## src/rtl/alu_sched.sv

```systemverilog
// alu_sched: round-robin scheduler sharing one ALU between NREQ requesters
// Ports:
//   clk, rst_n                  clock, async active-low reset
//   req_valid/req_ready         per-requester handshake (ready one-hot, IDLE only)
//   req_a/req_b/req_ci/req_f    packed per-requester operands and function code
//   alu_a/alu_b/alu_ci/alu_f    ALU drive, nonzero only in ISSUE
//   alu_s/alu_co                ALU result
//   rsp_valid/rsp_ready         response handshake
//   rsp_id/rsp_s/rsp_co/rsp_err response payload
module alu_sched #(
    parameter int NREQ  = 4,
    parameter int WIDTH = 8,
    parameter int FW    = 5,
    parameter int IDW   = $clog2(NREQ)
) (
    input  logic                  clk,
    input  logic                  rst_n,
    input  logic [NREQ-1:0]       req_valid,
    output logic [NREQ-1:0]       req_ready,
    input  logic [NREQ*WIDTH-1:0] req_a,
    input  logic [NREQ*WIDTH-1:0] req_b,
    input  logic [NREQ-1:0]       req_ci,
    input  logic [NREQ*FW-1:0]    req_f,
    output logic [WIDTH-1:0]      alu_a,
    output logic [WIDTH-1:0]      alu_b,
    output logic                  alu_ci,
    output logic [FW-1:0]         alu_f,
    input  logic [WIDTH-1:0]      alu_s,
    input  logic                  alu_co,
    output logic                  rsp_valid,
    input  logic                  rsp_ready,
    output logic [IDW-1:0]        rsp_id,
    output logic [WIDTH-1:0]      rsp_s,
    output logic                  rsp_co,
    output logic                  rsp_err
);
    typedef enum logic [1:0] {IDLE, ISSUE, RESPOND} state_t;
    state_t           r_state;
    logic [IDW-1:0]   r_last, r_id, w_gnt, w_idx;
    logic             w_any, w_code_ok, r_ci, r_co, r_err;
    logic [WIDTH-1:0] r_a, r_b, r_s, w_a, w_b;
    logic [FW-1:0]    r_f, w_f;

    // Scan downward so the candidate nearest to last+1 is the final (winning) assignment.
    always_comb begin
        w_any = 1'b0;
        w_gnt = '0;
        w_idx = '0;
        for (int k = NREQ; k >= 1; k--) begin
            w_idx = IDW'((int'(r_last) + k) % NREQ);
            if (req_valid[w_idx]) begin
                w_any = 1'b1;
                w_gnt = w_idx;
            end
        end
    end

    assign w_a       = req_a[int'(w_gnt)*WIDTH +: WIDTH];
    assign w_b       = req_b[int'(w_gnt)*WIDTH +: WIDTH];
    assign w_f       = req_f[int'(w_gnt)*FW +: FW];
    assign w_code_ok = (w_f != '0) && (w_f <= FW'(22));
    // rst_n gating keeps req_ready low while reset is held, since IDLE is the reset state.
    assign req_ready = (rst_n && r_state == IDLE && w_any) ? NREQ'(1) << w_gnt : '0;
    assign alu_a     = (r_state == ISSUE) ? r_a : '0;
    assign alu_b     = (r_state == ISSUE) ? r_b : '0;
    assign alu_ci    = (r_state == ISSUE) ? r_ci : 1'b0;
    assign alu_f     = (r_state == ISSUE) ? r_f : '0;
    assign rsp_valid = (r_state == RESPOND);
    assign rsp_id    = r_id;
    assign rsp_s     = r_s;
    assign rsp_co    = r_co;
    assign rsp_err   = r_err;

    always_ff @(posedge clk or negedge rst_n) begin
        if (!rst_n) begin
            r_state <= IDLE;
            r_last  <= IDW'(NREQ - 1);
            r_id    <= '0;
            r_a     <= '0;
            r_b     <= '0;
            r_ci    <= 1'b0;
            r_f     <= '0;
            r_s     <= '0;
            r_co    <= 1'b0;
            r_err   <= 1'b0;
        end else begin
            case (r_state)
                IDLE: if (w_any) begin
                    r_a    <= w_a;
                    r_b    <= w_b;
                    r_ci   <= req_ci[w_gnt];
                    r_f    <= w_f;
                    r_id   <= w_gnt;
                    r_last <= w_gnt;
                    if (w_code_ok) begin
                        r_state <= ISSUE;
                    end else begin
                        r_state <= RESPOND;
                        r_s     <= '0;
                        r_co    <= 1'b0;
                        r_err   <= 1'b1;
                    end
                end
                ISSUE: begin
                    r_s     <= alu_s;
                    r_co    <= alu_co;
                    r_err   <= 1'b0;
                    r_state <= RESPOND;
                end
                RESPOND: if (rsp_ready) r_state <= IDLE;
                default: r_state <= IDLE;
            endcase
        end
    end
endmodule

```

## config.mk

```make
export PLATFORM = sky130hd
export DESIGN_NAME = alu_sched
export DESIGN_NICKNAME = d
export VERILOG_FILES = /design/src/rtl/alu_sched.sv
export SDC_FILE = /design/constraint.sdc
export NUM_CORES = 1
export LEC_CHECK = 0
export ABC_AREA = 1
export CORE_AREA = 2 2 85 87
export DETAILED_ROUTE_END_ITERATION = 7
export DIE_AREA = 0 0 87 89
export HOLD_SLACK_MARGIN = 0.1
export PLACE_DENSITY_LB_ADDON = 0.12
export SYNTH_ARGS = -nofsm -noshare
export SYNTH_HDL_FRONTEND = slang
export SYNTH_SLANG_ARGS = --single-unit
```

## constraint.sdc

```tcl
create_clock -name clk -period 2.9 [get_ports clk]
set_input_delay 0.58 -clock clk [delete_from_list [all_inputs] [get_ports clk]]
set_output_delay 0.58 -clock clk [all_outputs]
set_load 0.03 [all_outputs]
```

## Word level (Yosys, flattened, before mapping)

Cells that the tools add are included.

- Multipliers: 1
- $add $sub $neg: 4
- Reductions and logical operators: 9
- Mux-type cells: 36
- Shift-type cells: 4
- Equality and inequality tests: 5
- Magnitude comparators: 6

Operators with widths:

| cell | count |
|---|---|
| variable part select 32 x 6 -> 8 bit | 2 |
| two-way mux 8 bit | 4 |
| variable part select 20 x 6 -> 5 bit | 1 |
| case mux 8 bit (2 select lines) | 1 |
| less-than comparator 2 x 3 -> 1 bit (second input constant) | 5 |
| two-way mux 1 bit | 14 |
| two-way mux 2 bit | 7 |
| binary-select mux 1 bit (select 2 bit) | 5 |
| case mux 2 bit (3 select lines) | 1 |
| <= comparator 5 bit (second input constant) | 1 |
| multiplier 2 x 3 -> 5 bit (second input constant) | 1 |
| two-way mux 5 bit | 1 |
| nonzero test 5 bit | 1 |
| adder 2 x 1 -> 2 bit (second input constant) | 2 |
| adder 2 bit (second input constant) | 2 |
| two-way mux 4 bit | 1 |
| != test 2 bit (second input constant) | 2 |
| case mux 1 bit (2 select lines) | 2 |
| AND reduction 2 bit | 2 |
| << shifter 1 x 2 -> 4 bit (first input constant) | 1 |
| logical AND 1 bit | 3 |
| AND reduction 3 bit | 1 |
| equality test 2 x 1 -> 1 bit (second input constant) | 1 |
| equality test 2 bit (second input constant) | 1 |
| other kinds (3) | 3 |

- Word-level logic and storage cells: 75
- Input port bits: 104
- Output and inout port bits: 39
- Register bits: 38

## Depth between registers and ports, before layout

- Depth in word-level cells: 14
- Gate-level depth with buffers: 23
- Depth with buffers taken out: 21

## Worst setup path before layout

Ideal clock, no wire load.

- Kind: register -> output
- From: reg r_last[0]
- To: out req_ready[0]
- Slack: 0.264 ns
- Data required time: 2.320 ns
- Cell stages (with the launch flop): 13
- Buffers on the path: 2
- Arrival: 2.056 ns
- Cells stage by stage: dfstp_2 > buf_6 > inv_6 > nand2_1 > nand2_1 > nand2_1 > nor3_1 > nor2_1 > nand2_1 > inv_1 > clkbuf_1 > nand2_1 > nor2_1

- Cells in the longest elaborated chain, start to end: 9
- Elaborated cells between the ends (all ways): 23
- Those cells by class: 4 x add/sub; 1 x shift; 17 x mux; 1 x reduce/logical

Ends and longest elaborated chain:

| element | RTL line | text |
|---|---|---|
| from (decl) | 39 | `logic [IDW-1:0] r_last, r_id, w_gnt, w_idx;` |
| from (signal assigned) | 77 | `r_last <= IDW'(NREQ - 1);` |
| from (signal assigned) | 94 | `r_last <= w_gnt;` |
| adder 2 x 1 -> 2 bit | 50 | `w_idx = IDW'((int'(r_last) + k) % NREQ);` |
| binary-select mux 1 bit (select 2 bit) | 51 | `if (req_valid[w_idx]) begin` |
| two-way mux 1 bit (not written as such) | 51 |  |
| two-way mux 2 bit / two-way mux 1 bit (equally long branches) (4 in a row) | 51 |  |
| << shifter 1 x 2 -> 4 bit / logical AND 1 bit (equally long branches) | 63 | `assign req_ready = (rst_n && r_state == IDLE && w_any) ? NREQ'(1) << w_gnt : '0;` |
| two-way mux 4 bit * | 63 |  |
| to (decl) | 19 | `output logic [NREQ-1:0] req_ready,` |

Mark *: on every way between the ends. The rest lies on a longest branch, timed or not. The select of a mux whose other input is x is not followed.

## Final worst setup path

- From: in req_valid[3]
- To: out req_ready[2]

- Cells in the longest elaborated chain, start to end: 8
- Elaborated cells between the ends (all ways): 19
- Those cells by class: 1 x shift; 17 x mux; 1 x reduce/logical

Ends and longest elaborated chain:

| element | RTL line | text |
|---|---|---|
| from (decl) | 18 | `input logic [NREQ-1:0] req_valid,` |
| binary-select mux 1 bit (select 2 bit) | 51 |  |
| two-way mux 1 bit (not written as such) | 51 |  |
| two-way mux 2 bit / two-way mux 1 bit (equally long branches) (4 in a row) | 51 |  |
| << shifter 1 x 2 -> 4 bit / logical AND 1 bit (equally long branches) | 63 |  |
| two-way mux 4 bit * | 63 |  |

Marks and branches as above.

==> results.py <==
metrics = {
    "run_status": {
        "status": "finished, final reports clean",
    },
    "route": {
        "wl_per_cell_um": 12.5,
        "drt-total-wl_um": 7710,
        "drt_iter0_drc": 75,
        "dr.pass1.iters": 4,
        "via_per_inst": 4.73,
        "postRouteAntennaNets": 0,
        "drc": 0,
        "vias": 2926,
    },
    "placement": {
        "port_buffers": 142,
        "place_area_mm2": 0.00406,
        "placedCellCount": 607,
        "place.gp.congestion": 0.853,
        "dpl.hpwl_um": 5880,
    },
    "final_layout": {
        "final_cell_area_mm2": 0.00421,
        "instances_no_fill": 619,
        "drive_above_1_share_pct": 17.1,
        "antenna_cells": 0,
        "nNetsFinal": 642,
        "syn_to_final_growth_pct": 62.8,
    },
    "critical_path": {
        "cp.required_ns": 2.32,
        "path_class": "in2out",
        "end_kind": "output port",
        "r2r_slack_ns": 0.34,
        "crit_fanout": 7,
        "crit_path_start_kind": "input port",
        "cp.arrival_ns": 2.24,
    },
    "clock_tree": {
        "clkSinkCount": 38,
        "clk_latency_ns": 0.29,
        "cts_made_buffers": 5,
        "root_buffer": "clkbuf_8",
        "cts_tree": "done",
        "clk_pin_slew_worst_paths_ns": 0.07,
        "h-tree-depth": 2,
        "clock_path_buffers": 2,
    },
    "die": {
        "die_y_um": 89,
        "io_pins": 143,
        "core_mm2": 0.00672,
        "rows": 30,
        "start_util_pct": 38.5,
        "die_x_um": 87,
        "dieArea_mm2": 0.00774,
    },
    "synth": {
        "synth.avg_cell_area_um2": 6.65,
        "synth_top_cells_by_count": "137 x nand2_1, 48 x inv_1, 43 x nor2_1",
        "synth_edf_count": 0,
        "yosys_warnings": 0,
        "ys_types": 25,
        "async_flop_share_pct": 100,
        "yosysMostFrequentCell": "nand2_1",
        "synth-main-ff-cell": "dfrtp_1",
        "netlist.area_leader.share_pct": 34.8,
        "synth.area.top_cells": "dfrtp_1 35%, nand2_1 20%, inv_1 7.0%, nor2_1 6.2%, nand2_2 5.1%",
        "syn_nets": 493,
        "ys_ff_latch": 38,
        "netlist_area_mm2": 0.00258,
        "synth_area_leader_cell": "dfrtp_1",
        "netlist_instances": 389,
        "seq_area_frac_synth_pct": 36.9,
    },
    "timing": {
        "worst-slew-pin-transition_ns": 0.483,
        "hold_ws_ns": 0.365,
        "setup_viol": 0,
        "fin_crit_sh_pct": 97.4,
        "grt_setup_unrepaired": "true",
        "slew_headroom_pct": 67.8,
        "fmax_ghz": 0.354,
        "min_period_ns": 2.82,
        "slew_viol_final": 0,
        "skew_ns": 0.00575,
        "hold_viol_final": 0,
    },
    "grt": {
        "grt_max_degree": 48,
        "grtUsageTotal_pct": 19.5,
        "antenna_found_initial": 0,
        "grt_pass1_vias": 2719,
        "grt-ovfl-total": 0,
        "grt_pass1_wl_um": 12100,
    },
    "worst_hold_path": {
        "hold_class": "in2async",
    },
    "power": {
        "p_per_area_mw_per_mm2": 1290,
        "peakVddDrop_mv": 0.650,
        "p_leak_nw": 2.11,
        "p_total_mw": 5.45,
    },
    "flow_run": {
        "drv_cap": 0,
    },
}
## layout make-up
type,count,area (µm²)
timing repair buffer,155,1480
tap,80,100
clock inverter,3,40.0
sequential,38,953
fill,624,2510
inverter,57,224
clock buffer,5,68.8
multi-input combinational,281,1340
## cell usage in the layout, fill, tap and decap left out, types with 3 or more instances in the layout
cell type        count
a31oi_1              5
clkbuf_8             5
o21ai_0             19
buf_4               37
nand3_2              3
nand4_1             12
inv_2                5
dfrtp_1             36
nand2_4              6
nand3_1             17
a22oi_1             10
nand2_1            136
nor2_1              43
clkdlybuf4s50_1    113
nand2_2             22
inv_1               48
## routing by layer
metal | track usage [%] | up-vias | part of all wire [%]
met5 | 0 | - | 0
met4 | 3.13 | 0 | 0.66
met3 | 5.36 | 7 | 8.0
met2 | 34.4 | 108 | 49
met1 | 24.3 | 1313 | 42
li1 | - | 1498 | -
## report_power, final
group	internal, mW	switching (mW)
registers	0.815	0.129
clock network	0.253	0.189
logic	1.48	2.58
total	2.55	2.90
## per-stage QoR
stage | TNS (ns) | util (%) | setup WS [ns]
6_report | 0 | 62.6 | 0.0764
5_1_grt | -0.0162 | 62.6 | -0.0113
4_1_cts | 0 | 62.1 | 0.0582
3_5_place_dp | -0.263 | 60.5 | -0.0373
3_3_place_gp | -0.0164 | 60.5 | -0.0164
2_1_floorplan | 0 | - | 0.264
## state kept, by name, summed over array words and instances, names as in the netlist
signal	flops
rsp_err	1
rsp_co	1
r_state	2
rsp_id	2
r_last	2
rsp_s	8
r_b	8
r_f	5
r_ci	1
r_a	8
## path summary, 6_finish.rpt
check                           cells after the start      endpoint          from
worst max-delay path                               12  req_ready[2]  req_valid[3]
worst min-delay path                                2     rsp_id[1]         rst_n
worst max register to register                     20      rsp_s[7]     r_last[0]
worst min register to register                      2      rsp_s[0]      rsp_s[0]
max in group asynchronous                           2     r_last[0]         rst_n
min in group clk                                    2      rsp_s[0]      rsp_s[0]
## critical path, cell delays in order
cell	delay, ns
clkdlybuf4s50_1	0.49
inv_1	0.05
nand2_1	0.07
nand3_1	0.11
nand2_1	0.09
inv_1	0.05
nand2_2	0.08
nand3_1	0.16
nand2_4	0.18
nand2_1	0.11
nor2_1	0.10
buf_4	0.16
## kinds of logic (layout without fill, tap and decap cells)
| logic type | Yosys count | count (layout) | share of synthesized area, % |
|---|---|---|---|
| AO/OA/AOI/OAI | 36 | 36 | 8.18 |
| buffers and inverters | 70 | 220 | 11.2 |
| flip-flops | 38 | 38 | 36.9 |
| AND/OR/NAND/NOR | 245 | 245 | 43.7 |
## what timing repair did
action | 4_1_cts | 5_1_grt
buffers inserted | 0 | 4
endpoints found under the setup margin | 0 | 4
gates resized for setup | 0 | 3
hold buffers | 0 | 0
Note: power is estimated with default switching activity, not from simulation.
